$ cat config.mk
export PLATFORM = sky130hd
export DESIGN_NAME = md_ctrl
export DESIGN_NICKNAME = d
export VERILOG_FILES = /design/src/rtl/md_ctrl_pkg.sv /design/src/rtl/md_lat_cnt.sv /design/src/rtl/md_ctrl.sv
export SDC_FILE = /design/constraint.sdc
export NUM_CORES = 1
export LEC_CHECK = 0
export ABC_CLOCK_PERIOD_IN_PS = 1300
export CAP_MARGIN = 20
export CORE_AREA = 2 2 50 52
export CTS_BUF_LIST = sky130_fd_sc_hd__clkbuf_16
export CTS_CLUSTER_DIAMETER = 200
export DETAILED_ROUTE_END_ITERATION = 10
export DIE_AREA = 0 0 52 54
export PLACE_DENSITY = 0.75
export REMOVE_ABC_BUFFERS = 1
export SKIP_LAST_GASP = 1
export SLEW_MARGIN = 20
export SYNTH_ARGS = -nofsm -noshare
export SYNTH_HDL_FRONTEND = slang
export SYNTH_SLANG_ARGS = --single-unit
$ cat constraint.sdc
create_clock -name Clk -period 1.3 [get_ports Clk]
set_input_delay 0.26 -clock Clk [delete_from_list [all_inputs] [get_ports Clk]]
set_output_delay 0.26 -clock Clk [all_outputs]
set_load 0.01 [all_outputs]
$ cat src/rtl/md_ctrl_pkg.sv
// Shared encodings for the E-stage multiply/divide sequencing controller:
// md operation codes, md unit opsrc codes and controller state encodings.
package md_ctrl_pkg;

    typedef enum logic [3:0] {
        MDOP_NONE  = 4'd0,
        MDOP_MULT  = 4'd1,
        MDOP_MULTU = 4'd2,
        MDOP_DIV   = 4'd3,
        MDOP_DIVU  = 4'd4,
        MDOP_MFHI  = 4'd5,
        MDOP_MFLO  = 4'd6,
        MDOP_MTHI  = 4'd7,
        MDOP_MTLO  = 4'd8
    } md_op_e;

    localparam logic [1:0] ALU_MULT  = 2'd0;
    localparam logic [1:0] ALU_MULTU = 2'd1;
    localparam logic [1:0] ALU_DIV   = 2'd2;
    localparam logic [1:0] ALU_DIVU  = 2'd3;

    localparam logic [1:0] WSRC_NONE = 2'd0;
    localparam logic [1:0] WSRC_HI   = 2'd1;
    localparam logic [1:0] WSRC_LO   = 2'd2;

    typedef enum logic {
        ST_IDLE = 1'b0,
        ST_RUN  = 1'b1
    } md_state_e;

    // Ops that start the md unit (mult/multu/div/divu).
    function automatic logic is_md_arith(input logic [3:0] op);
        return (op >= MDOP_MULT) && (op <= MDOP_DIVU);
    endfunction

endpackage

$ cat src/rtl/md_lat_cnt.sv
// Latency counter mirroring the md unit: loads the op latency on issue,
// counts down while running, and flags the final cycle (count == 1).
module md_lat_cnt (
    input  logic       Clk,
    input  logic       Reset,
    input  logic       i_clr,
    input  logic       i_load,
    input  logic [3:0] i_load_val,
    input  logic       i_dec,
    output logic       o_done
);

    logic [3:0] r_cnt;

    always_ff @(posedge Clk) begin
        if (Reset || i_clr)
            r_cnt <= 4'd0;
        else if (i_load)
            r_cnt <= i_load_val;
        else if (i_dec)
            r_cnt <= r_cnt - 4'd1;
    end

    assign o_done = (r_cnt == 4'd1);

endmodule

$ cat src/rtl/md_ctrl.sv
// Sequencing controller for the E-stage md unit: decode, start/opsrc/wsrc,
// exact D-stage stall and flush forwarding. Define MD_STALL_STATS_EN for the stall-cycle counter.
module md_ctrl
    import md_ctrl_pkg::*;
#(
    parameter int MULT_CYC = 5,
    parameter int DIV_CYC  = 10
) (
    input  logic        Clk,
    input  logic        Reset,
    input  logic        valid_E,
    input  logic [3:0]  md_op_E,
    input  logic        md_use_D,
    input  logic        exc_flush,
    input  logic        md_busy,
    output logic        md_start,
    output logic [1:0]  md_opsrc,
    output logic [1:0]  md_wsrc,
    output logic        md_exc,
    output logic        stall_D,
    output logic [31:0] md_stall_cnt
);

    md_state_e  r_state;
    md_state_e  w_state_nxt;
    logic       w_issue;
    logic       w_done;
    logic [3:0] w_lat;

    always_comb begin
        w_issue     = valid_E & is_md_arith(md_op_E) & (r_state == ST_IDLE) & ~exc_flush;
        md_opsrc    = ALU_MULT;
        md_wsrc     = WSRC_NONE;
        w_lat       = 4'(DIV_CYC);
        w_state_nxt = r_state;

        case (md_op_E)
            MDOP_MULT:  begin md_opsrc = ALU_MULT;  w_lat = 4'(MULT_CYC); end
            MDOP_MULTU: begin md_opsrc = ALU_MULTU; w_lat = 4'(MULT_CYC); end
            MDOP_DIV:   md_opsrc = ALU_DIV;
            MDOP_DIVU:  md_opsrc = ALU_DIVU;
            default:    ;
        endcase

        if (valid_E && !exc_flush) begin
            if (md_op_E == MDOP_MTHI)      md_wsrc = WSRC_HI;
            else if (md_op_E == MDOP_MTLO) md_wsrc = WSRC_LO;
        end

        // An arith op seen while RUN is ignored; stall_D keeps it out of E.
        if (exc_flush)
            w_state_nxt = ST_IDLE;
        else begin
            case (r_state)
                ST_IDLE: if (w_issue) w_state_nxt = ST_RUN;
                ST_RUN:  if (w_done)  w_state_nxt = ST_IDLE;
                default: w_state_nxt = ST_IDLE;
            endcase
        end
    end

    always_ff @(posedge Clk) begin
        if (Reset) r_state <= ST_IDLE;
        else       r_state <= w_state_nxt;
    end

    md_lat_cnt u_cnt (
        .Clk        (Clk),
        .Reset      (Reset),
        .i_clr      (exc_flush),
        .i_load     (w_issue),
        .i_load_val (w_lat),
        .i_dec      (r_state == ST_RUN),
        .o_done     (w_done)
    );

    assign md_start = w_issue;
    assign md_exc   = exc_flush;
    assign stall_D  = md_use_D & ~exc_flush & (w_issue | (r_state == ST_RUN) | md_busy);

`ifdef MD_STALL_STATS_EN
    logic [31:0] r_stall_cnt;

    always_ff @(posedge Clk) begin
        if (Reset)        r_stall_cnt <= 32'd0;
        else if (stall_D) r_stall_cnt <= r_stall_cnt + 32'd1;
    end

    assign md_stall_cnt = r_stall_cnt;
`else
    assign md_stall_cnt = 32'd0;
`endif

endmodule

* After elaboration in Yosys (flattened, before gate mapping)
Cells that the tools add are included.
Storage, ports and cells: register bits 5, logic and storage cells 38
Cells by class: add/subtract/negate cells 1, magnitude comparators 2, eq/ne operators 7, mux-type cells 10, bitwise operators 9, reduce and logical (&&, ||, !) cells 7
Operators with widths (count):
- two-way mux 4 bit | 3
- equality test 4 x 1 -> 1 bit (second input constant) | 2
- equality test 4 x 2 -> 1 bit (second input constant) | 2
- equality test 4 x 3 -> 1 bit (second input constant) | 2
- two-way mux 2 bit | 3
- case mux 2 bit (3 select lines) | 1
- bitwise AND 1 bit | 5
- equality test 4 bit (second input constant) | 1
- greater-or-equal comparator 4 x 1 -> 1 bit (second input constant) | 1
- less-or-equal comparator 4 x 3 -> 1 bit (second input constant) | 1
- OR reduction 2 bit | 2
- subtractor 4 x 1 -> 4 bit (second input constant) | 1
- logical AND 1 bit | 2
- two-way mux 1 bit | 2
- inverter 1 bit | 2
- bitwise OR 1 bit | 2
- case mux 1 bit (2 select lines) | 1
- nonzero test 2 bit | 1
- logical NOT 1 bit | 1
- logical OR 1 bit | 1

* Longest topological paths before layout
Gate-level depths: netlist of the first run.
word-level depth 8, mapped depth 6, gate-level depth less buffers 5

* Cells and area by module
A second synthesis of the first run with hierarchy kept.
Unflattened totals: cell total of the unflattened synthesis 84, area total of the unflattened synthesis 681.9 sq um
Modules (own cells, without submodules):
- md_ctrl | times used 1, cells an instance 57, area an instance 442.9 sq um, seq. area each 20.0 sq um
- md_lat_cnt | times used 1, cells an instance 27, area an instance 239.0 sq um, seq. area each 80.1 sq um

* Worst setup path before layout of the first run
No wires, ideal clock.
kind reg-to-output, start point reg r_state, end point out stall_D, arrival time 1.316 ns, required time 1.040 ns, path slack -0.276 ns, stages on the path, launching flop included 7, buffers on the path 2, cell sequence dfxtp_1 buf_6 nor4b_4 o21a_1 buf_6 nor3_1 nor3b_1
Between the ends: longest elaborated chain between the ends 6
Ends and longest elaborated chain:
- start, declared | line md_ctrl.sv:24 | md_state_e r_state;
- start signal, assigned | line md_ctrl.sv:64 | else r_state <= w_state_nxt;
- inverter 1 bit
- bitwise AND 1 bit (2 in a row) | line md_ctrl.sv:31 | w_issue = valid_E & is_md_arith(md_op_E) & (r_state == ST_IDLE) & ~exc_flush;
- via md_start | line md_ctrl.sv:16 | output logic md_start,
- bitwise OR 1 bit (2 in a row) | line md_ctrl.sv:79 | assign stall_D = md_use_D & ~exc_flush & (w_issue | (r_state == ST_RUN) | md_busy);
- bitwise AND 1 bit | line md_ctrl.sv:79
- end, declared | line md_ctrl.sv:20 | output logic stall_D,
The timed path passes the listed nets, and every way through them passes these cells.

* Final worst setup path of the first run
start point reg r_state, end point out stall_D
Between the ends: longest elaborated chain between the ends 6
Ends and longest elaborated chain (line):
- inverter 1 bit
- bitwise AND 1 bit (2 in a row) | md_ctrl.sv:31
- bitwise OR 1 bit (*) (2 in a row) | md_ctrl.sv:79
- bitwise AND 1 bit (*) | md_ctrl.sv:79
Every way passes the cells marked *; elsewhere a longest branch is shown, timed or not.

==> reports/qor.yml, run 1 <==
grt_max_degree: 10
synth_edf_count: 0
grt_use_total: 0.101
core_um2: 2320
avgViaCountPerCell: 3.97
place_inst: 133
nFillCells: 237
crit_chain: "nor4b_4, o21a_1, nor3_2, nor3b_2, buf_2"
hold_start: "exc_flush"
num-nets-final: 123
start_util: 0.285
r2r_start: "r_state$_SDFF_PP0_"
gp_congestion: 0.808
synth_top_area_share: 0.374
ctsHoldBuffers: 0
fin_skew_ps: 1.74
dpl.hpwl_um: 969
wl_per_cell_um: 9.44
rows: 18
fin_crit_ps: 1600
hold_violations: 0
slowest_delay_ps: 320
drc: 0
async_flop_share: 0
ys_top_cells_by_area: "buf_4, dfxtp_1, nor3_1, o21a_1, ha_1"
startpoint_type: "flop"
num_io_pins: 49
n_antenna_cell: 0
die_h_um: 54
syn-cell-area_um2: 662
dr.pass1.iters: 5
pwr_density_cell_nw_per_um2: 923
finalWorstSetupSlack_ps: -296
synthFlopType: "dfxtp_1"
rsz0062_at_grt: "true"
worstSetupPathType: "reg2out"
stdcell_count: 140
synth.avg_cell_area_um2: 8.17
crit_required_ps: 1040
grt_pass1_vias: 499
p_total_mw: 0.834
grt_pass1_wl_um: 2050
ys_seq_area_frac: 0.151
hold_path_class: "in2reg"
crit_slowest_cell: "dfxtp_2"
fmax_ghz: 0.627
die_area_um2: 2810
setup_viol: 7
synth_commonest_cells: "buf_4, nor3_1, dfxtp_1"
cts.sinks: 5
syn2layout_area_growth_pct: 36.5
yosysWarnings: 0
cts_made_buffers: 3
synth_most_common_cell: "buf_4"
drv_cap: 0
p_leak_nw: 0.446
drive_gt1_frac: 0.345
gr-total-overflow: 0
drv_slew: 0
clock_path_buffers: 2
cp_max_fo: 2
drt-initial-drc-count: 7
synth_top_area_cell: "buf_4"
stdcell_area_um2: 903
vias: 556
wl_um: 1320
cp.arrival_ps: 1340
crit_path_end_kind: "output port"
status: "finished with violations"
syn_inst: 81
placed_cell_area_um2: 781
cts_root_buffer: "clkbuf_16"
die_x_um: 52
antenna_found_initial: 0
timing.final.crit_share: 1.23
clock_latency_ps: 230
ys_types: 28
ir_worst_vdd_mv: 0.488
clk_pin_slew_ps: 30
port_buffers: 16
cts_tree: "built"
violations: "setup timing"
synth-seq-cells: 5
cts_htree_levels: 1
timing.hold.ws_ps: 404
startpoint: "r_state$_SDFF_PP0_"
drtAntennaViolNets: 0
==> per-layer routing <==
layer / vias to the layer above / wire, µm / track usage
li1: 268 / - / -
met1: 251 / 471 / 0.105
met2: 33 / 676 / 0.171
met3: 4 / 130 / 0.0306
met4: 0 / 42 / 0.0746
met5: - / 0 / 0
==> sequential cells by signal (all words and copies together) (netlist names) <==
name         count
u_cnt.r_cnt      4
r_state          1
==> area by class of cell <==
class                   instances  area, µm²  share of cell area
multi-input cells              70        452               0.500
repair buffers                 29        226               0.251
well taps                      30       37.5              0.0416
clock buffers                   3       75.1              0.0831
clock inverters                 1       3.75             0.00416
inverters                       2       7.51             0.00831
flip-flops and latches          5        101               0.112
==> critical path: cells and delay by family, from the launching register on <==
kind                   cells  cell delay (ps)
AO/OA/AOI/OAI              1              190
AND/OR/NAND/NOR            3              440
buffers and inverters      1              150
flip-flops                 1              320
==> through the flow <==
step	setup slack, ps	util	setup TNS (ps)
after CTS	-322	0.382	-1360
after global placement	-934	0.337	-7920
final	-296	0.389	-800
after floorplan	-365	-	-737
after detailed placement	-958	0.337	-8140
after global routing	-342	0.389	-1280
==> power breakdown <==
part / internal [mW] / switching (mW)
registers: 0.157 / 0.00264
clock network: 0.398 / 0.102
logic: 0.0742 / 0.0997
total: 0.630 / 0.204
==> logic make-up after synthesis <==
group / after synthesis / synth area share
buf+inv: 37 / 0.420
compound gates: 14 / 0.164
xor+xnor: 2 / 0.0265
fa+ha+maj: 2 / 0.0378
flops: 5 / 0.151
simple gates: 20 / 0.195
other cells: 1 / 0.00567
==> repair_timing <==
item | in CTS | in global routing
gates cloned | 0 | 0
setup endpoints to repair | 12 | 11
pin swaps | 8 | 4
setup buffers | 5 | 1
gates resized for setup | 55 | 9
==> path summary, 6_finish.rpt <==
kind / end / slack [ps] / cells after the start
max: stall_D / -300 / 5
min: r_state$_SDFF_PP0_ / 400 / 3
max reg2reg: u_cnt.r_cnt[3]$_SDFFE_PP0P_ / -130 / 6
min reg2reg: u_cnt.r_cnt[3]$_SDFFE_PP0P_ / 550 / 1
==> cells in the final DEF, fill, tap and decap left out, types with 2 or more instances in the layout <==
| master | n |
|---|---|
| nor2_1 | 3 |
| dlygate4sd2_1 | 2 |
| buf_2 | 6 |
| a21oi_1 | 2 |
| nand2_1 | 2 |
| nor3_1 | 3 |
| inv_1 | 3 |
| dfxtp_1 | 4 |
| o21a_1 | 4 |
| clkbuf_16 | 3 |
| nor3_2 | 3 |
| clkdlybuf4s50_1 | 3 |
| ha_1 | 2 |
| buf_6 | 5 |
| conb_1 | 32 |
| buf_4 | 11 |
| clkbuf_2 | 2 |
Note: power is estimated with default switching activity, not from simulation.
==> inputs of run 2 (changes only) <==
Settings changed: SLEW_MARGIN 20 to 40.
==> results of run 2 <==
Same layout as run 1: the final DEF is identical, and so are final timing and power.
==> inputs of run 3 (changes only) <==
Settings changed: SKIP_CTS_REPAIR_TIMING set to 1.
==> run 3 against run 2 <==
The flow still finishes with violations (setup timing). Combinational power barely moved. Global-route usage fell by 1.3 points. Die area did not move. First-iteration DRC count fell by 86%. Clock power barely moved. Final cell count fell by 1.4%. Critical path depth did not move. Clock skew barely moved.
==> reports/qor.yml, run 3 (synthesized netlist as in run 1, its figures left out) <==
reg_top3: "u_cnt.r_cnt: 4 flops, r_state: 1 flops"
cp_max_fo: 2  # unchanged
ff_latch_area_um2: 101  # unchanged
layout_commonest_cell: "conb_1"
grt_pass1_vias: 441  # -12%
layout_common_cells: "conb_1, buf_4"
cp.arrival_ps: 1360  # +20 ps
startpoint_type: "flop"
drtAntennaViolNets: 0  # unchanged
dr.pass1.iters: 4  # -1
placed_cell_area_um2: 781  # unchanged
wl_per_cell_um: 9.29  # -1.5%
ir_worst_vdd_mv: 0.511  # +4.8%
worstSetupPathType: "reg2out"
clk_pin_slew_ps: 30  # about the same
hold_violations: 0  # unchanged
n_antenna_cell: 0  # unchanged
cts_htree_levels: 1  # unchanged
gp_congestion: 0.808  # unchanged
largest_reg_flops: 4  # unchanged
fin_skew_ps: 1.65  # -0.0855 ps
rsz0062_at_grt: "true"
gr-total-overflow: 0  # unchanged
cts.sinks: 5  # unchanged
cts_tree: "built"
crit_path_end_kind: "output port"
die_x_um: 52  # unchanged
hold_path_class: "in2reg"
setup_tns_ps: -677  # +124 ps
p_leak_nw: 0.483  # +8.2%
antenna_found_initial: 0  # unchanged
port_buffers: 16  # unchanged
rows: 18  # unchanged
clock_latency_ps: 230  # about the same
timing.hold.ws_ps: 437  # +33.4 ps
stdcell_area_um2: 915  # +1.2%
drv_slew: 0  # unchanged
top_register: "u_cnt.r_cnt"
drv_cap: 0  # unchanged
num-nets-final: 121  # -1.6%
multiInputGateArea_um2: 444  # -1.7%
fmax_ghz: 0.618  # -1.4%
clock_path_buffers: 2  # unchanged
finalWorstSetupSlack_ps: -318  # -22.5 ps
fin_crit_ps: 1620  # +22.5 ps
drc: 0  # unchanged
p_total_mw: 0.837  # +0.33%
pwr_density_cell_nw_per_um2: 915  # -0.91%
drive_gt1_frac: 0.287  # -0.0584
setup_viol: 5  # -2
cts_root_buffer: "clkbuf_16"
cts_made_buffers: 3  # unchanged
nFillCells: 238  # +0.42%
timing.final.crit_share: 1.24  # +0.0173
die_area_um2: 2810  # unchanged
vias: 546  # -1.8%
crit_required_ps: 1040  # about the same
grt_pass1_wl_um: 1790  # -12%
start_util: 0.285  # unchanged
core_um2: 2320  # unchanged
num_io_pins: 49  # unchanged
grt_max_degree: 10  # unchanged
dpl.hpwl_um: 969  # unchanged
status: "finished with violations"
violations: "setup timing"
grt_use_total: 0.0879  # -0.0128
avgViaCountPerCell: 3.96  # -0.38%
die_h_um: 54  # unchanged
drt-initial-drc-count: 1  # -6
wl_um: 1280  # -3.0%
syn2layout_area_growth_pct: 38.2
run 3: layout make-up:
type	count	share of cell area
inverters	2	0.00821
well taps	30	0.0410
clock buffers	3	0.0821
flip-flops and latches	5	0.111
clock inverters	1	0.00410
multi-input cells	70	0.486
repair buffers	27	0.268
run 3: path summary, 6_finish.rpt:
| check | end | depth (start not counted) | slack, ps | startpoint |
|---|---|---|---|---|
| worst min register to register | u_cnt.r_cnt[3]$_SDFFE_PP0P_ | 1 | 550 | u_cnt.r_cnt[3]$_SDFFE_PP0P_ |
| worst min-delay path | r_state$_SDFF_PP0_ | 4 | 440 | exc_flush |
| worst max-delay path | stall_D | 5 | -320 | r_state$_SDFF_PP0_ |
| worst max register to register | u_cnt.r_cnt[2]$_SDFFE_PP0P_ | 5 | -70 | r_state$_SDFF_PP0_ |
run 3: through the flow:
stage               setup slack, ps   util  std cells
floorplan                      -365      -         77
global placement               -934  0.337        133
detailed placement             -958  0.337        133
CTS                            -966  0.371        137
global route                   -368  0.394        138
finish                         -318  0.394        138
run 3: per-layer routing:
metal  vias up  track usage  wire length (µm)
met5         -            0                 0
met4         0       0.0658                25
met3         2       0.0278               125
met2        33        0.148               681
met1       246       0.0921               450
li1        265            -                 -
run 3: critical path, cell delays in order, from the launching register on:
cell,delay (ps)
dfxtp_2,320
nor4b_4,220
o21a_1,200
nor3_2,50
nor3b_2,180
buf_2,150
run 3: report_power, final:
part / internal [mW] / switching [mW] / total (mW)
logic: 0.0793 / 0.0978 / 0.177
clock network: 0.398 / 0.101 / 0.500
registers: 0.157 / 0.00254 / 0.160
total: 0.635 / 0.202 / 0.837
